**config.mk**
```make
export PLATFORM = sky130hd
export DESIGN_NAME = mem_stage
export DESIGN_NICKNAME = d
export VERILOG_FILES = /design/src/rtl/mem_stage.sv
export SDC_FILE = /design/constraint.sdc
export NUM_CORES = 1
export LEC_CHECK = 0
export CAP_MARGIN = 10
export CORE_AREA = 3 3 125 127
export CTS_CLUSTER_DIAMETER = 150
export DETAILED_ROUTE_END_ITERATION = 8
export DIE_AREA = 0 0 128 130
export DONT_BUFFER_PORTS = 1
export MAX_ROUTING_LAYER = met4
export PLACE_DENSITY = 0.68
export SYNTH_ARGS = -nofsm -noshare
export SYNTH_HDL_FRONTEND = slang
export SYNTH_SLANG_ARGS = --single-unit
```
**constraint.sdc**
```tcl
create_clock -name clk -period 1.77 [get_ports clk]
set_clock_uncertainty 0.05 [all_clocks]
set_input_delay 0.0885 -clock clk [delete_from_list [all_inputs] [get_ports clk]]
set_output_delay 0.0885 -clock clk [all_outputs]
set_load 0.1 [all_outputs]
```
**src/rtl/mem_stage.sv**
```systemverilog
// mem_stage -- MEM pipeline stage: drives one word-wide bus transaction per
// load/store and returns the extended load result.
//
// Build option: define MEM_MISALIGN_CHECK_EN to flag misaligned LW/SW and
// LH/LHU/SH as address errors (adel/ades) instead of issuing them.
//
// Ports
//   clk, reset                 clock, async active-low reset
//   valid_in, mem_op           EX/MEM slot live flag and memory opcode
//   addr, wdata                effective address and store data
//   bus_rdata, bus_ack         memory read word and completion strobe
//   bus_req, bus_we            request strobe and write flag
//   bus_addr, bus_wdata        word-aligned address and lane-placed data
//   bus_be                     byte enables (bit i = byte lane i)
//   load_data                  extended load result, valid while done=1
//   done, bus_err              completion pulse and timeout pulse
//   stall                      freeze IF/ID/EX and the EX/MEM register
//   adel, ades                 load/store address-error flags
module mem_stage #(
    parameter int TIMEOUT_CYCLES = 255
) (
    input  logic        clk,
    input  logic        reset,
    input  logic        valid_in,
    input  logic [3:0]  mem_op,
    input  logic [31:0] addr,
    input  logic [31:0] wdata,
    input  logic [31:0] bus_rdata,
    input  logic        bus_ack,
    output logic        bus_req,
    output logic        bus_we,
    output logic [31:0] bus_addr,
    output logic [31:0] bus_wdata,
    output logic [3:0]  bus_be,
    output logic [31:0] load_data,
    output logic        done,
    output logic        bus_err,
    output logic        stall,
    output logic        adel,
    output logic        ades
);

    localparam logic [3:0] OP_LW  = 4'd1;
    localparam logic [3:0] OP_LH  = 4'd2;
    localparam logic [3:0] OP_LHU = 4'd3;
    localparam logic [3:0] OP_LB  = 4'd4;
    localparam logic [3:0] OP_LBU = 4'd5;
    localparam logic [3:0] OP_SW  = 4'd6;
    localparam logic [3:0] OP_SH  = 4'd7;
    localparam logic [3:0] OP_SB  = 4'd8;

    // Counter value seen in the last permitted WAIT cycle.
    localparam logic [7:0] TO_LAST = 8'(TIMEOUT_CYCLES - 1);

    typedef enum logic [1:0] {S_IDLE, S_WAIT, S_DONE} state_t;

    state_t      state_q, state_d;
    logic [7:0]  wait_cnt;
    logic [3:0]  op_q;
    logic [1:0]  lo_q;
    logic [31:0] load_q;
    logic        err_q;

    logic        is_load, is_store, active, misaligned, start, timeout;
    logic [3:0]  be_d;
    logic [31:0] wdata_d;

    // Select and extend the addressed byte/halfword of the returned word.
    // Stores return zero so load_data never shows stale bus data.
    function automatic logic [31:0] extract(input logic [3:0] op,
                                            input logic [1:0] lo,
                                            input logic [31:0] w);
        logic [7:0]  b;
        logic [15:0] h;
        b = w[{lo, 3'b000} +: 8];
        h = lo[1] ? w[31:16] : w[15:0];
        case (op)
            OP_LW:   extract = w;
            OP_LH:   extract = {{16{h[15]}}, h};
            OP_LHU:  extract = {16'h0000, h};
            OP_LB:   extract = {{24{b[7]}}, b};
            OP_LBU:  extract = {24'h000000, b};
            default: extract = 32'h0;
        endcase
    endfunction

    always_comb begin
        is_load  = (mem_op >= OP_LW) && (mem_op <= OP_LBU);
        is_store = (mem_op >= OP_SW) && (mem_op <= OP_SB);
        active   = valid_in && (is_load || is_store);
`ifdef MEM_MISALIGN_CHECK_EN
        misaligned = (((mem_op == OP_LW) || (mem_op == OP_SW)) && (addr[1:0] != 2'b00)) ||
                     (((mem_op == OP_LH) || (mem_op == OP_LHU) || (mem_op == OP_SH)) && addr[0]);
`else
        misaligned = 1'b0;
`endif
    end

    // Lane placement; misaligned words (check disabled) simply use lane 0.
    always_comb begin
        be_d    = 4'b1111;
        wdata_d = wdata;
        case (mem_op)
            OP_SH: begin
                be_d    = addr[1] ? 4'b1100 : 4'b0011;
                wdata_d = {2{wdata[15:0]}};
            end
            OP_SB: begin
                be_d    = 4'b0001 << addr[1:0];
                wdata_d = {4{wdata[7:0]}};
            end
            default: ;
        endcase
    end

    assign start   = (state_q == S_IDLE) && active && !misaligned;
    assign timeout = (state_q == S_WAIT) && !bus_ack && (wait_cnt == TO_LAST);

    assign stall     = active && (state_q != S_DONE) && !misaligned;
    assign adel      = reset && active && is_load  && misaligned;
    assign ades      = reset && active && is_store && misaligned;
    assign done      = (state_q == S_DONE);
    assign bus_err   = err_q;
    assign load_data = load_q;

    always_comb begin
        state_d = state_q;
        case (state_q)
            S_IDLE: if (start) state_d = S_WAIT;
            // ack wins over a coincident timeout
            S_WAIT: if (bus_ack || timeout) state_d = S_DONE;
            S_DONE: state_d = S_IDLE;
            default: state_d = S_IDLE;
        endcase
    end

    always_ff @(posedge clk or negedge reset) begin
        if (!reset) state_q <= S_IDLE;
        else        state_q <= state_d;
    end

    always_ff @(posedge clk or negedge reset) begin
        if (!reset) begin
            wait_cnt  <= 8'h00;
            op_q      <= 4'h0;
            lo_q      <= 2'b00;
            load_q    <= 32'h0;
            err_q     <= 1'b0;
            bus_req   <= 1'b0;
            bus_we    <= 1'b0;
            bus_addr  <= 32'h0;
            bus_wdata <= 32'h0;
            bus_be    <= 4'h0;
        end else begin
            // bus_err is high exactly for the DONE cycle after a timeout
            err_q <= timeout;
            if (start) begin
                wait_cnt  <= 8'h00;
                op_q      <= mem_op;
                lo_q      <= addr[1:0];
                bus_req   <= 1'b1;
                bus_we    <= is_store;
                bus_addr  <= {addr[31:2], 2'b00};
                bus_wdata <= wdata_d;
                bus_be    <= be_d;
            end else if (state_q == S_WAIT) begin
                if (bus_ack) begin
                    bus_req <= 1'b0;
                    load_q  <= extract(op_q, lo_q, bus_rdata);
                end else if (timeout) begin
                    bus_req <= 1'b0;
                    load_q  <= 32'h0;
                end else begin
                    wait_cnt <= wait_cnt + 8'd1;
                end
            end
        end
    end

endmodule

```
# After elaboration in Yosys (flattened, before gate mapping)
# Index checks and enable logic that the tools add are counted.
# W data, S select, Z words.
[totals]
register_bits = 117
word_cells = 70
[classes]
muxes = 18
eq_ne = 15
n_lt_le_gt_ge = 4
addsub = 1
bitwise_logic = 1
n_shift = 2
n_reduce_logical = 18
[ops]
columns = ["operator", "n"]
rows = [
  ["$pmux W32 S5", 1],
  ["$mux W32", 2],
  ["$pmux W32 S2", 1],
  ["$mux W8", 4],
  ["$shiftx A32 B6 Y8", 1],
  ["$mux W16", 1],
  ["$eq A4 B3 Y1 const B", 3],
  ["$add A8 B1 Y8 const B", 1],
  ["$eq A4 B2 Y1 const B", 2],
  ["$eq A8 B8 Y1 const B", 1],
  ["$pmux W4 S2", 1],
  ["$logic_and A1 B1 Y1", 7],
  ["$ne A2 B2 Y1 const B", 3],
  ["$reduce_and A3 Y1", 2],
  ["$eq A4 B1 Y1 const B", 1],
  ["$eq A4 B4 Y1 const B", 1],
  ["$ge A4 B1 Y1 const B", 1],
  ["$ge A4 B3 Y1 const B", 1],
  ["$le A4 B3 Y1 const B", 1],
  ["$le A4 B4 Y1 const B", 1],
  ["$mux W1", 4],
  ["$mux W2", 2],
  ["$mux W4", 1],
  ["$ne A2 B1 Y1 const B", 2],
  ["11 further kinds", 14],
]

# Logic depth before layout (Yosys ltp)
# Gate-level depths: netlist (run 1).
[logic_depth]
depth_word = 7
depth_mapped = 7
mapped_depth_nobuf = 6

# Worst setup path before layout (run 1)
# Ideal clock, no wire load.
[synth_timing]
path_kind = "reg-to-output"
start = "reg state_q[1]"
end = "out stall"
arrival_ns = 2.996
path_stages_with_launch = 4
path_buffers = 1
setup_slack_ns = -1.364
required_time_ns = 1.632
path_cell_list = "dfrtp_1 clkbuf_1 nor2b_1 nor2_1"
[synth_via]
elab_chain_cells = 2
[synth_lines]
columns = ["item", "line", "text"]
rows = [
  ["start, declared", "57", "state_t state_q, state_d;"],
  ["start signal, assigned", "139", "else state_q <= state_d;"],
  ["$ne A2 B2 Y1", "119", "assign stall = active && (state_q != S_DONE) && !misaligned;"],
  ["$logic_and A1 B1 Y1", "119", ""],
  ["end, declared", "38", "output logic stall,"],
]
# Every way passes these cells.

# Worst setup path in the final report (run 1)
[layout_timing]
start = "reg wait_cnt[0]"
end = "reg load_q[9] (netlist: load_data[9])"
[layout_via]
elab_chain_cells = 4
[layout_lines]
columns = ["item", "line", "text"]
rows = [
  ["start, declared", "58", "logic [7:0] wait_cnt;"],
  ["start signal, assigned", "174", "wait_cnt <= wait_cnt + 8'd1;"],
  ["$eq A8 B8 Y1", "117", "assign timeout = (state_q == S_WAIT) && !bus_ack && (wait_cnt == TO_LAST);"],
  ["$logic_and A1 B1 Y1", "117", ""],
  ["$reduce_bool A2 Y1 (no line)", "--", ""],
  ["$reduce_and A3 Y1 (no line)", "--", ""],
  ["end signal, assigned", "169", "load_q <= extract(op_q, lo_q, bus_rdata);"],
  ["end, declared", "61", "logic [31:0] load_q;"],
]
# Every way passes these cells.
# A chain may end at the register's enable or synchronous reset.

==> results_dict.tcl, run 1 <==
set metrics [dict create \
    outcome "complete, but fails checks" \
    violations "negative hold slack" \
    ir_worst_vdd_mv 1.23 \
    placeableCoreArea_um2 14500 \
    pwr-share-comb_pct 53.8 \
    grt_start_max_net_pins 118 \
    drt_pass1_iterations 5 \
    period_needed_ps 1750 \
    p_seq_share_pct 24.0 \
    drt-total-wl_um 18700 \
    grt_pass1_vias 5403 \
    tightestPinTransition_ps 585 \
    p_leak_uw 0.00421 \
    syn_to_final_growth_pct 49.9 \
    cts_buffers 17 \
    setup_tns_ps 0 \
    rsz0062_at_grt "true" \
    crit_path_max_fanout 15 \
    synth_area_um2 5810 \
    max_slew_margin_pct 60.9 \
    row_count 44 \
    cap_viol_max_count 0 \
    overflow 0 \
    wl_per_cell_um 20.1 \
    cp-start-kind "register" \
    hold_path.class "in2async" \
    cts_htree_levels 4 \
    port_buffers 0 \
    clk_pin_slew_ps 60 \
    grt_pass1_wl_um 28700 \
    syn_inst 508 \
    nets 838 \
    synth-edff-count 0 \
    start_util_pct 40.0 \
    vias 5220 \
    ys_seq_area_share_pct 50.4 \
    antenna_left 0 \
    fin_hold_ws_ps -683 \
    powerDensity_nw_per_um2 1900 \
    timing.fmax_mhz 571 \
    clock_latency_ps 410 \
    hpwl_um 11300 \
    drive_gt1_share_pct 31.7 \
    cts_sinks 117 \
    die_x_um 128 \
    cp.arrival_ps 2000 \
    hold_buffers 107 \
    ios 211 \
    cts_tree "done" \
    die-area_um2 16600 \
    slew_violations 0 \
    switchingPower_uw 8480 \
    antenna_found_initial 1 \
    path_class "reg2reg" \
    die_h_um 130 \
    swShare_pct 51.3 \
    worstSetupEndpointType "register" \
    drt_iter0_drc 392 \
    ys.flop_type "dfrtp_1" \
    worstPathRequired_ps 2010 \
    root_buffer "clkbuf_16" \
    setup_violations 0 \
    synth_cell_type_count 55 \
    finalNonFillerCells 930 \
    yosys_warnings 0 \
    routed_via_density 5.61 \
    syn_avg_cell_area_um2 11.4 \
    place.gp.congestion 0.861 \
    async_reset_ff_share_pct 100 \
    hold_viol 117 \
    fin_crit_sh_pct 98.9 \
    internal_power_uw 8050 \
    track_usage_pct 22.7 \
    cts_max_path_buffers 2 \
    ys_ff_latch 117 \
    dp_cells 786 \
    clkPwrFrac_pct 22.2 \
    drcViolationCount 0 \
]
==> synthesized netlist by cell type, types with 4 or more instances <==
| library cell | n | share of area, % |
|---|---|---|
| nand2b_1 | 4 | 0.43 |
| nand3_1 | 19 | 1.6 |
| clkbuf_1 | 9 | 0.58 |
| and3_1 | 5 | 0.54 |
| o21ai_0 | 33 | 2.8 |
| nand2_1 | 76 | 4.9 |
| buf_2 | 18 | 1.5 |
| mux2_4 | 29 | 7.5 |
| dfrtp_1 | 117 | 50 |
| inv_1 | 7 | 0.45 |
| mux2_2 | 15 | 2.9 |
| a221o_1 | 10 | 1.7 |
| nor2_1 | 11 | 0.71 |
| o221ai_1 | 8 | 1.2 |
| a22o_1 | 24 | 3.6 |
| buf_4 | 10 | 1.3 |
| a21oi_1 | 12 | 1.0 |
| mux2i_1 | 32 | 5.5 |
| a32o_1 | 16 | 2.8 |
==> repair_timing <==
item                                    in CTS  in global routing
gates cloned                                 0                  1
setup buffers                                0                  3
endpoints found under the setup margin       7                  9
endpoints found under the hold margin      230                117
gates resized for setup                      2                 10
pin swaps                                    0                  2
==> metrics by stage <==
stage / total power [uW] / setup slack, ps / area, um2 / utilization (%)
floorplan: 10700 / 8.00 / 5840 / -
global placement: 12300 / 66.1 / 6890 / 47.4
detailed placement: 12400 / -6.98 / 6890 / 47.4
CTS: 16400 / 22.4 / 8610 / 59.2
global route: 17000 / -26.3 / 8720 / 60.0
finish: 16500 / 18.6 / 8720 / 60.0
==> flip-flops by register name, indices dropped and copies added (netlist names) <==
register,flops
bus_addr,30
bus_be,4
bus_err,1
bus_req,1
bus_wdata,32
bus_we,1
lo_q,2
load_data,32
op_q,4
state_q,2
wait_cnt,8
==> power by group through the flow <==
stage | sequential, uW | combinational, uW | clock [uW]
after floorplan | 8810 | 1840 | 0
after global placement | 3910 | 8400 | 0
after detailed placement | 3950 | 8500 | 0
after CTS | 3930 | 8750 | 3700
after global routing | 4040 | 9180 | 3820
final | 3980 | 8890 | 3660
==> area by class of cell <==
| type | instances | area, um2 |
|---|---|---|
| inverters | 7 | 26.3 |
| flip-flops and latches | 117 | 2930 |
| repair buffers | 243 | 2200 |
| clock inverters | 10 | 145 |
| well taps | 184 | 230 |
| fillers | 1135 | 5820 |
| multi-input cells | 346 | 2700 |
| clock buffers | 22 | 484 |
| diodes | 1 | 2.50 |
==> layout by cell type, fill, tap and decap left out, types with 3 or more instances in the layout <==
master         instances
a22o_1                24
conb_1                 4
mux2_2                15
o211ai_1               3
dlygate4sd3_1        107
and3_1                 5
o221ai_1               8
buf_4                128
clkbuf_16             18
inv_1                  7
dfrtp_1              117
nand3b_1               3
nor3b_1                3
a221o_1               10
a32o_1                16
nor2_1                 8
o21ai_0               33
xor2_1                 3
bufinv_16              3
clkinv_4               3
mux2_4                29
clkbuf_8               4
nor3_2                 3
nand2_1               76
mux2i_1               32
a21oi_1               12
buf_12                 7
nand3_1               18
nand2b_1               4
==> layer usage <==
layer | vias up | track usage, % | wire length [um]
met5 | - | - | 0
met4 | 0 | 8.61 | 499
met3 | 50 | 5.81 | 1540
met2 | 282 | 38.1 | 9580
met1 | 2578 | 26.2 | 7060
li1 | 2310 | - | -
==> critical path, stage by stage (launching register included) <==
cell	delay, ps
dfrtp_1	380
inv_1	80
ha_2	200
nand3_2	110
nor2_4	180
o21ai_4	110
buf_12	170
a221o_1	350
==> logic make-up (layout without fill, tap and decap cells) <==
group           count (synthesis)  count (layout)  share of synthesized area, %
simple gates                  144             144                          12.3
flops                         117             117                          50.4
compound gates                116             116                          15.0
mux                            77              77                          16.3
buf+inv                        48             282                          5.10
xor+xnor                        3               3                         0.452
fa+ha+maj                       2               2                         0.430
other cells                     1               5                        0.0645
==> path summary, 6_finish.rpt <==
kind	startpoint	slack, ps	depth (start not counted)	end
hold / removal	reset	-680	0	bus_err
hold reg to reg	bus_req	430	1	bus_req
max in group asynchronous	reset	2160	0	load_data[17]
setup reg to reg	wait_cnt[0]	20	7	load_data[9]
min in group clk	bus_rdata[14]	20	3	load_data[6]
setup / recovery	wait_cnt[0]	20	7	load_data[9]
Power figures use the tool's default switching activity.
==> run 2: changes to the inputs <==
--- a/config.mk
+++ b/config.mk
@@ -6,13 +6,13 @@
 export NUM_CORES = 1
 export LEC_CHECK = 0
 export CAP_MARGIN = 10
-export CORE_AREA = 3 3 125 127
+export CORE_AREA = 3 3 113 115
 export CTS_CLUSTER_DIAMETER = 150
 export DETAILED_ROUTE_END_ITERATION = 8
-export DIE_AREA = 0 0 128 130
+export DIE_AREA = 0 0 116 118
 export DONT_BUFFER_PORTS = 1
 export MAX_ROUTING_LAYER = met4
-export PLACE_DENSITY = 0.68
+export PLACE_DENSITY = 0.78
 export SYNTH_ARGS = -nofsm -noshare
 export SYNTH_HDL_FRONTEND = slang
 export SYNTH_SLANG_ARGS = --single-unit
==> results_dict.tcl, run 2 (synthesis results as in run 1) <==
set metrics [dict create \
    cts_buffers 17 \
    vias 5334 \
    worstSetupEndpoint "load_data[10]" \
    die_h_um 118 \
    track_usage_pct 29.0 \
    setup_violations 6 \
    final_cell_mix "buf_4, dfrtp_1, dlygate4sd3_1" \
    drt_iter0_drc 485 \
    routed_via_density 6.01 \
    multi_input_area_um2 2780 \
    port_buffers 0 \
    crit_path_max_fanout 8 \
    cp-start-kind "register" \
    slew_violations 0 \
    tightestPinTransition_ps 665 \
    clkPwrFrac_pct 19.7 \
    die-area_um2 13700 \
    grt_start_max_net_pins 118 \
    cts_htree_levels 4 \
    finalNonFillerCells 888 \
    cp.arrival_ps 2040 \
    pwr-share-comb_pct 55.8 \
    fillers 747 \
    p_seq_share_pct 24.4 \
    overflow 0 \
    hold_viol 118 \
    die_x_um 116 \
    switchingPower_uw 8500 \
    fin_hold_ws_ps -684 \
    cp.depth 5 \
    place_area_um2 6870 \
    mostFrequentLayoutCell "buf_4" \
    critPathLaunch "lo_q[0]" \
    path_class "reg2reg" \
    cts_tree "done" \
    ir_worst_vdd_mv 1.63 \
    wl_per_cell_um 22.2 \
    hold_buffers 101 \
    cpPeakStageDelay_ps 530 \
    hpwl_um 11300 \
    root_buffer "clkbuf_16" \
    grt_pass1_wl_um 30100 \
    place.gp.congestion 0.875 \
    hold_path.class "in2async" \
    cts_sinks 117 \
    drt_pass1_iterations 6 \
    cp_slowest_cell "mux4_2" \
    outcome "complete, but fails checks" \
    syn_to_final_growth_pct 48.7 \
    fin_area_um2 8640 \
    clk_pin_slew_ps 50 \
    violations "negative hold slack, negative setup slack" \
    grt_pass1_vias 5646 \
    setup_tns_ps -80.9 \
    nets 837 \
    fin_crit_sh_pct 102 \
    drcViolationCount 0 \
    rr_endpoint "load_data[10]" \
    path_buf_inv 1 \
    antennaDiodeCount 0 \
    antenna_left 0 \
    placeableCoreArea_um2 11900 \
    dp_cells 750 \
    r2r-start "lo_q[0]" \
    cts_max_path_buffers 2 \
    powerDensity_nw_per_um2 1890 \
    r2r_cells 5 \
    start_util_pct 48.8 \
    drive_gt1_share_pct 32.5 \
    crit_family "multiplexers" \
    cap_viol_max_count 0 \
    r2r_setup_slack_ps -30 \
    rsz0062_at_grt "true" \
    period_needed_ps 1800 \
    row_count 40 \
    crit_chain "mux4_2, and2_4, nor3b_4, buf_6, a221o_1" \
    antenna_found_initial 0 \
    seqCellArea_um2 2930 \
    fin_ws_ps -29.0 \
    internal_power_uw 7830 \
    ios 211 \
    timing.fmax_mhz 556 \
    worstPathRequired_ps 2010 \
    worstSetupEndpointType "register" \
    clock_latency_ps 420 \
    max_slew_margin_pct 55.4 \
    p_leak_uw 0.00422 \
    swShare_pct 52.1 \
    drt-total-wl_um 19700 \
]
run 2: area by class of cell:
class / count / share of cell area, %
Sequential cell: 117 / 33.9
Clock inverter: 6 / 0.926
Inverter: 7 / 0.304
Clock buffer: 23 / 5.30
Timing Repair Buffer: 241 / 25.3
Tap cell: 147 / 2.13
Multi-Input combinational cell: 347 / 32.1
run 2: power groups by stage:
stage,Clock (uW),Combinational [uW],Sequential [uW]
finish,3220,9120,3990
global route,3380,9380,4060
CTS,3240,8830,3930
detailed placement,0,8540,3940
global placement,0,8420,3890
floorplan,0,1840,8810
run 2: worst min-delay path by stage:
stage	from	to	slack, ps	cells past startpoint
floorplan	reset	bus_addr[10]	-260	0
global placement	reset	bus_err	-250	0
detailed placement	reset	bus_err	-250	0
CTS	reset	load_data[19]	-690	0
global route	reset	load_data[1]	-700	0
finish	reset	load_data[10]	-680	0
run 2: routing by layer:
metal	GRT usage, %	up-vias	routed length (um)
met2	48.2	315	10200
met4	12.5	0	795
met5	-	-	0
met1	32.1	2633	7130
met3	8.38	76	1580
li1	-	2310	-
run 2: worst register-to-register path: stages (launching register included):
cell and delay (ps):
dfrtp_1 370, mux4_2 530, and2_4 170, nor3b_4 140
buf_6 140, a221o_1 280
run 2: repair_timing:
| action | 4_1_cts | 5_1_grt |
|---|---|---|
| setup endpoints to repair | 18 | 40 |
| pin swaps | 1 | 4 |
| resized for setup | 7 | 20 |
| setup buffers | 1 | 7 |
| cloned | 1 | 1 |
| hold endpoints to repair | 228 | 117 |
run 2: metrics by stage:
| step | util [%] | total power [uW] | hold slack [ps] | setup slack [ps] |
|---|---|---|---|---|
| after floorplan | - | 10700 | -257 | 8.00 |
| after global placement | 57.7 | 12300 | -253 | 19.5 |
| after detailed placement | 57.7 | 12500 | -253 | -107 |
| after CTS | 71.4 | 16000 | -695 | 13.6 |
| after global routing | 72.6 | 16800 | -698 | -91.8 |
| final | 72.6 | 16300 | -684 | -29.0 |
==> run 3: changes to the inputs <==
==> config.mk (replaced) <==
export PLATFORM = sky130hd
export DESIGN_NAME = mem_stage
export DESIGN_NICKNAME = d
export VERILOG_FILES = /design/src/rtl/mem_stage.sv
export SDC_FILE = /design/constraint.sdc
export NUM_CORES = 1
export LEC_CHECK = 0
export ABC_CLOCK_PERIOD_IN_PS = 1900
export CAP_MARGIN = 10
export CORE_AREA = 3 3 112 114
export CTS_CLUSTER_DIAMETER = 150
export DETAILED_ROUTE_END_ITERATION = 8
export DIE_AREA = 0 0 115 117
export DONT_BUFFER_PORTS = 1
export MAX_ROUTING_LAYER = met4
export PLACE_DENSITY = 0.76
export SYNTH_ARGS = -nofsm -noshare
export SYNTH_HDL_FRONTEND = slang
export SYNTH_SLANG_ARGS = --single-unit
==> constraint.sdc (replaced) <==
create_clock -name clk -period 1.9 [get_ports clk]
set_clock_uncertainty 0.05 [all_clocks]
set_input_delay 0.095 -clock clk [delete_from_list [all_inputs] [get_ports clk]]
set_output_delay 0.095 -clock clk [all_outputs]
set_load 0.1 [all_outputs]
==> results_dict.tcl, run 3 (synthesis results as in run 1) <==
set metrics [dict create \
    outcome "complete, but fails checks" \
    violations "negative hold slack" \
    syn_to_final_growth_pct 45.8 \
    placeableCoreArea_um2 11500 \
    grt_pass1_vias 5602 \
    rsz0062_at_grt "false" \
    period_needed_ps 1820 \
    cts_max_path_buffers 2 \
    worstPathRequired_ps 2140 \
    mostFrequentLayoutCell "buf_4" \
    antenna_found_initial 0 \
    nets 830 \
    clk_pin_slew_ps 50 \
    grt_pass1_wl_um 30000 \
    cp.depth 5 \
    place.gp.congestion 0.840 \
    die_h_um 117 \
    drive_gt1_share_pct 30.1 \
    cts_buffers 17 \
    hold_buffers 106 \
    cp_slowest_cell "a21oi_1" \
    cp.arrival_ps 2070 \
    track_usage_pct 29.9 \
    slew_violations 0 \
    wl_per_cell_um 21.9 \
    port_buffers 0 \
    tightestPinTransition_ps 645 \
    powerDensity_nw_per_um2 1770 \
    fillers 737 \
    row_count 39 \
    fin_crit_sh_pct 95.9 \
    routed_via_density 5.93 \
    cts_sinks 117 \
    timing.fmax_mhz 549 \
    dp_cells 741 \
    drt_iter0_drc 571 \
    ios 211 \
    cap_viol_max_count 0 \
    antenna_left 0 \
    cts_htree_levels 4 \
    path_class "reg2reg" \
    drcViolationCount 0 \
    p_leak_uw 0.00412 \
    r2r_cells 5 \
    drt_pass1_iterations 8 \
    path_buf_inv 1 \
    ir_worst_vdd_mv 1.40 \
    hold_path.class "in2async" \
    max_slew_margin_pct 57.0 \
    hpwl_um 11200 \
    overflow 0 \
    crit_family "compound AO/OA/AOI/OAI gates" \
    setup_tns_ps 0 \
    cpPeakStageDelay_ps 520 \
    cp-start-kind "register" \
    cts_tree "done" \
    vias 5206 \
    hold_viol 117 \
    clock_latency_ps 410 \
    crit_chain "buf_4, nor3b_1, a21oi_1, o221ai_1, a22o_1" \
    setup_violations 0 \
    die_x_um 115 \
    drt-total-wl_um 19200 \
    finalNonFillerCells 878 \
    grt_start_max_net_pins 118 \
    root_buffer "clkbuf_16" \
    die-area_um2 13500 \
    crit_path_max_fanout 7 \
    worstSetupEndpointType "register" \
    fin_hold_ws_ps -670 \
    final_cell_mix "buf_4, dfrtp_1, dlygate4sd3_1" \
    start_util_pct 50.5 \
]
==> run 3: through the flow <==
step | instance area [um2] | setup slack (ps) | utilization (%) | power (uW)
finish | 8480 | 77.9 | 73.6 | 15000
global route | 8480 | 5.35 | 73.6 | 15500
CTS | 8420 | 36.9 | 73.1 | 14800
detailed placement | 6800 | 55.4 | 59.0 | 11500
global placement | 6800 | 120 | 59.0 | 11400
floorplan | 5840 | 121 | - | 9920
==> run 3: worst register-to-register path, delay by kind of cell (launching register included) <==
kind                   cells  cell delay (ps)
AOI/OAI and AO/OA          3             1010
buffers and inverters      1              180
DFF                        1              420
and+or+nand+nor            1               50
==> run 3: where the power goes <==
group | internal, uW | total, uW | switching [uW]
Sequential | 3190 | 3660 | 469
Clock | 1980 | 3060 | 1090
Combinational | 2020 | 8270 | 6240
==> run 3: layer usage <==
layer | track usage [%] | part of all wire [%] | vias up
met5 | - | 0 | -
met4 | 13.1 | 3.7 | 0
met3 | 8.74 | 8.9 | 55
met2 | 50.3 | 51 | 320
met1 | 33.2 | 36 | 2549
li1 | - | - | 2282
==> run 3: path summary, 6_finish.rpt <==
check | startpoint | to | slack (ps)
setup / recovery | op_q[2] | load_data[3] | 80
hold / removal | reset | load_data[15] | -670
setup reg to reg | op_q[2] | load_data[3] | 80
hold reg to reg | load_data[26] | load_data[26] | 450
max in group asynchronous | reset | bus_addr[25] | 2360
min in group clk | bus_rdata[20] | load_data[4] | 10
==> run 3: repair_timing <==
action / 4_1_cts / 5_1_grt
setup buffers: 0 / 1
gates resized for setup: 0 / 9
setup endpoints to repair: 0 / 27
hold endpoints to repair: 229 / 117
==> run 3: layout make-up <==
type                    instances  area (um2)  area share [%]
multi-input cells             346        2690            31.7
clock buffers                  25         515            6.08
flip-flops and latches        117        2930            34.5
repair buffers                235        2090            24.7
clock inverters                 4        45.0           0.531
diodes                          1        2.50          0.0295
well taps                     143         179            2.11
inverters                       7        26.3           0.310
